--- src/rtl/gpio_input_filter_bank.sv ---
// Multi-channel GPIO input conditioning: synchronizer, debounce filter,
// edge pulses and sticky interrupt pending bits per channel.
module gpio_input_filter_bank #(
  parameter int unsigned NrChannels   = 32,
  parameter int unsigned NrSyncStages = 2,
  parameter int unsigned CntWidth     = 8
) (
  input  logic                  clk_i,
  input  logic                  rst_i,
  input  logic [NrChannels-1:0] en_i,
  input  logic [NrChannels-1:0] serial_i,
  input  logic [NrChannels-1:0] deb_en_i,
  input  logic [CntWidth-1:0]   deb_thresh_i,
  input  logic [NrChannels-1:0] irq_rise_en_i,
  input  logic [NrChannels-1:0] irq_fall_en_i,
  input  logic [NrChannels-1:0] irq_high_en_i,
  input  logic [NrChannels-1:0] irq_low_en_i,
  input  logic [NrChannels-1:0] irq_clr_i,
  output logic [NrChannels-1:0] serial_o,
  output logic [NrChannels-1:0] r_edge_o,
  output logic [NrChannels-1:0] f_edge_o,
  output logic [NrChannels-1:0] irq_pending_o,
  output logic                  irq_o
);

  localparam int unsigned       BlankW    = $clog2(NrSyncStages + 2);
  localparam logic [BlankW-1:0] BlankLoad = BlankW'(NrSyncStages + 1);

  logic [NrChannels-1:0] filt;
  logic [NrChannels-1:0] filt_q;
  logic [NrChannels-1:0] blank;
  logic [NrChannels-1:0] irq_set;
  logic [NrChannels-1:0] irq_pending_q;

  for (genvar g = 0; g < NrChannels; g++) begin : gen_ch
    logic [NrSyncStages-1:0] sync_q;
    logic [CntWidth-1:0]     cnt_q;
    logic [CntWidth-1:0]     thresh;
    logic                    s;
    logic                    filt_r;
    logic                    filt_d1;
    logic                    en_q;
    logic                    en_rise;
    logic [BlankW-1:0]       blank_q;

    assign s       = sync_q[NrSyncStages-1];
    assign thresh  = deb_en_i[g] ? deb_thresh_i : '0;
    assign en_rise = en_i[g] & ~en_q;

    // The >= compare lets a threshold lowered mid-count take effect at once.
    always_ff @(posedge clk_i or posedge rst_i) begin
      if (rst_i) begin
        sync_q  <= '0;
        cnt_q   <= '0;
        filt_r  <= 1'b0;
        filt_d1 <= 1'b0;
      end else if (en_i[g]) begin
        sync_q  <= {sync_q[NrSyncStages-2:0], serial_i[g]};
        filt_d1 <= filt_r;
        if (s == filt_r) begin
          cnt_q <= '0;
        end else if (cnt_q >= thresh) begin
          filt_r <= s;
          cnt_q  <= '0;
        end else begin
          cnt_q <= cnt_q + CntWidth'(1);
        end
      end
    end

    // en_q resets high so leaving reset with the channel enabled is not a re-enable.
    always_ff @(posedge clk_i or posedge rst_i) begin
      if (rst_i) begin
        en_q    <= 1'b1;
        blank_q <= '0;
      end else begin
        en_q <= en_i[g];
        if (en_rise) begin
          blank_q <= BlankLoad;
        end else if (en_i[g] && (blank_q != '0)) begin
          blank_q <= blank_q - BlankW'(1);
        end
      end
    end

    assign filt[g]   = filt_r;
    assign filt_q[g] = filt_d1;
    assign blank[g]  = en_rise | (blank_q != '0);
  end

  assign serial_o = filt;
  assign r_edge_o = en_i & filt & ~filt_q & ~blank;
  assign f_edge_o = en_i & ~filt & filt_q & ~blank;

  assign irq_set = (irq_rise_en_i & r_edge_o)
                 | (irq_fall_en_i & f_edge_o)
                 | (irq_high_en_i & filt & ~blank & en_i)
                 | (irq_low_en_i & ~filt & ~blank & en_i);

  // Set wins over a simultaneous clear.
  always_ff @(posedge clk_i or posedge rst_i) begin
    if (rst_i) begin
      irq_pending_q <= '0;
    end else begin
      irq_pending_q <= irq_set | (irq_pending_q & ~irq_clr_i);
    end
  end

  assign irq_pending_o = irq_pending_q;
  assign irq_o         = |irq_pending_q;

endmodule

--- config.mk ---
export PLATFORM = sky130hd
export DESIGN_NAME = gpio_input_filter_bank
export DESIGN_NICKNAME = d
export VERILOG_FILES = /design/src/rtl/gpio_input_filter_bank.sv
export SDC_FILE = /design/constraint.sdc
export NUM_CORES = 2
export LEC_CHECK = 0
export ABC_AREA = 1
export BUFFER_PORTS_ARGS = -buffer_cell sky130_fd_sc_hd__buf_2
export CORE_ASPECT_RATIO = 1.5
export CORE_MARGIN = 2
export CORE_UTILIZATION = 45
export CTS_CLUSTER_SIZE = 8
export DETAILED_ROUTE_END_ITERATION = 7
export SETUP_SLACK_MARGIN = 0.05
export SLEW_MARGIN = 10
export SYNTH_ARGS = -nofsm -noshare
export SYNTH_HDL_FRONTEND = slang
export SYNTH_SLANG_ARGS = --single-unit
--- constraint.sdc ---
create_clock -name clk_i -period 45.5 [get_ports clk_i]
set_clock_uncertainty 0.15 [all_clocks]
set_input_delay 2.275 -clock clk_i [delete_from_list [all_inputs] [get_ports clk_i]]
set_output_delay 2.275 -clock clk_i [all_outputs]
set_load 0.1 [all_outputs]
==> results_dict.tcl <==
set metrics [dict create \
    status "finished, final reports clean" \
    finalCritPeriodShare 0.1324 \
    seq_area_frac_synth 0.3821 \
    p_per_area_nw_per_um2 42.04 \
    ys_ff_latch 512 \
    std_cell_rows 122 \
    cts_tree "built" \
    layout_common_cells "1456 x nand2_1, 617 x inv_1, 480 x dfrtp_1" \
    grt_overflow 0 \
    ctsResizeCount 0 \
    area_delta_synth_final_pct 14.12 \
    core_um2 73880 \
    path_class "primary input to output port" \
    synth_warnings 0 \
    slew_violations 0 \
    avgSynthCellArea_um2 7.571 \
    insertion_delay_ns 0.62 \
    netlist_area_um2 33640 \
    layout.area.seq_um2 12850 \
    cts_max_level 3 \
    async_flop_share 1.000 \
    gp_congestion 0.8073 \
    irDropWorstVdd_v 0.00005175 \
    worst_ep_arrival_time_ns 3.60 \
    slew_headroom 0.3446 \
    cts_num_sinks 512 \
    wl_mm 82.25 \
    grt_pass1_vias 28092 \
    wl_per_cell_um 14.11 \
    nFillCells 7345 \
    drt_iter0_drc 1267 \
    firstDrtPassIters 5 \
    tritoncts.num_buffers 74 \
    vias 29071 \
    crit_fanout 13 \
    cp-start-kind "primary input" \
    critPathRequiredTime_ns 43.08 \
    grt.total_usage 0.2177 \
    nNetsFinal 5375 \
    io_pins 395 \
    cts_setup_buffers 0 \
    die-area_um2 76990 \
    antenna_found_initial 5 \
    whs_ns 0.3182 \
    portBuffers 394 \
    rsz0062_at_grt "no" \
    grt_pass1_wl_mm 136.9 \
    period_needed_ns 6.022 \
    worstSetupEndpointType "output port" \
    die_height_um 338.8 \
    synth_edf_count 0 \
    startpoint "en_i[5]" \
    hold_viol_final 0 \
    die_w_um 227.2 \
    setup_viol 0 \
    grt_max_degree 154 \
    drt-vias-per-instance 4.987 \
    cp-endpoint "f_edge_o[5]" \
    drcViolationCount 0 \
    drtAntennaViolNets 0 \
    syn_nets 5029 \
    drive_gt1_frac 0.1361 \
    max-clock-path-buffers 3 \
    initial_core_util 0.4553 \
    multi_input_area_um2 17700 \
    rr_endpoint "gen_ch[3].cnt_q[7]$_DFFE_PP0P_" \
    hold_class "register to register" \
    synth_ff_type "dfrtp_1" \
    power.total_mw 1.614 \
    layout_commonest_cell "nand2_1" \
    rrSetupSlack_ns 43.67 \
    max_freq_mhz 166.1 \
    p_leak_nw 20.47 \
    syn_inst 4443 \
    tightestPinTransition_ns 0.9831 \
    r2r_cells 5 \
    clk_pin_slew_ns 0.04 \
    dp_hpwl_mm 58.36 \
    cts-root-buf "clkbuf_16" \
    hold_buffers 0 \
    setup_tns_ns 0 \
    maxCapViolCount 0 \
    synth.distinct_cells 43 \
    r2r_start "gen_ch[3].cnt_q[5]$_DFFE_PP0P_" \
]
sequential cells by signal, indices dropped and copies added, names as in the netlist:
signal          count
gen_ch.cnt_q      256
gen_ch.blank_q     64
gen_ch.sync_q      64
gen_ch.en_q        32
gen_ch.filt_d1     32
gen_ch.filt_r      32
irq_pending_o      32
per-layer routing:
metal | up-vias | track usage | wire length, um
li1 | 14903 | - | -
met1 | 13578 | 0.2673 | 36210
met2 | 461 | 0.3893 | 40890
met3 | 123 | 0.03424 | 3254
met4 | 6 | 0.06277 | 1845
met5 | - | 0 | 43
layout make-up:
class                      count  share of cell area
multi-input combinational   3165              0.4610
sequential                   512              0.3348
inverter                     630             0.06187
timing repair buffer         406             0.05437
clock buffer                 117             0.05356
tap                          992             0.03234
clock inverter                 6            0.001956
antenna                        1          0.00006519
worst min path at each step:
stage,start,to,cells past startpoint
3_5_place_dp,gen_ch[25].sync_q[0]$_DFFE_PP0P_,gen_ch[25].sync_q[0]$_DFFE_PP0P_,2
6_report,gen_ch[25].sync_q[0]$_DFFE_PP0P_,gen_ch[25].sync_q[0]$_DFFE_PP0P_,2
5_1_grt,gen_ch[9].sync_q[0]$_DFFE_PP0P_,gen_ch[9].sync_q[1]$_DFFE_PP0P_,2
3_3_place_gp,gen_ch[16].sync_q[0]$_DFFE_PP0P_,gen_ch[16].sync_q[0]$_DFFE_PP0P_,2
4_1_cts,gen_ch[25].sync_q[0]$_DFFE_PP0P_,gen_ch[25].sync_q[0]$_DFFE_PP0P_,2
2_1_floorplan,gen_ch[0].sync_q[0]$_DFFE_PP0P_,gen_ch[0].sync_q[0]$_DFFE_PP0P_,2
Yosys cell counts (all sizes together), types with 4 or more instances:
| cell | instances | area (um2) |
|---|---|---|
| ha | 320 | 4004 |
| a31o | 4 | 35.03 |
| nor4 | 34 | 212.7 |
| o21a | 37 | 277.8 |
| clkbuf | 78 | 326.6 |
| a21oi | 130 | 733.2 |
| xor2 | 71 | 621.9 |
| a22oi | 18 | 135.1 |
| inv | 630 | 2367 |
| xnor2 | 92 | 805.8 |
| nand3b | 45 | 337.8 |
| dfrtp | 480 | 12010 |
| o21ai | 319 | 1739 |
| dfstp | 32 | 840.8 |
| nand4 | 84 | 525.5 |
| nand3 | 232 | 1294 |
| nand2 | 1458 | 5478 |
| nor2 | 217 | 899.6 |
| buf | 58 | 394.1 |
| nor3 | 82 | 445.4 |
| a31oi | 10 | 62.56 |
critical path, cell delays in order:
cell    delay [ns]
buf_2         0.19
inv_1         0.23
nor4_1        0.39
buf_2         0.50
metrics by stage:
stage	instances	util	instance area [um2]	worst slack (ns)
after global routing	5829	0.5195	38380	39.35
final	5829	0.5195	38380	39.48
after global placement	5705	0.4907	36250	39.49
after detailed placement	5705	0.4907	36250	39.49
after CTS	5828	0.5195	38380	39.48
after floorplan	4443	-	33640	28.83
kinds of logic (layout without fill, tap and decap cells):
logic type | after synthesis | in the layout | share of synthesized area
buffers and inverters | 766 | 1159 | 0.09181
DFF | 512 | 512 | 0.3821
AOI/OAI and AO/OA | 528 | 528 | 0.09087
and+or+nand+nor | 2154 | 2154 | 0.2737
other | 0 | 1 | 0
xor gates and xnor gates | 163 | 163 | 0.04244
adders and majority gates | 320 | 320 | 0.1190
power breakdown:
part / switching (mW) / internal [mW]
Clock: 0.213 / 0.308
Sequential: 0.0836 / 0.528
Combinational: 0.341 / 0.139
Total: 0.638 / 0.976
Power figures use the tool's default switching activity.
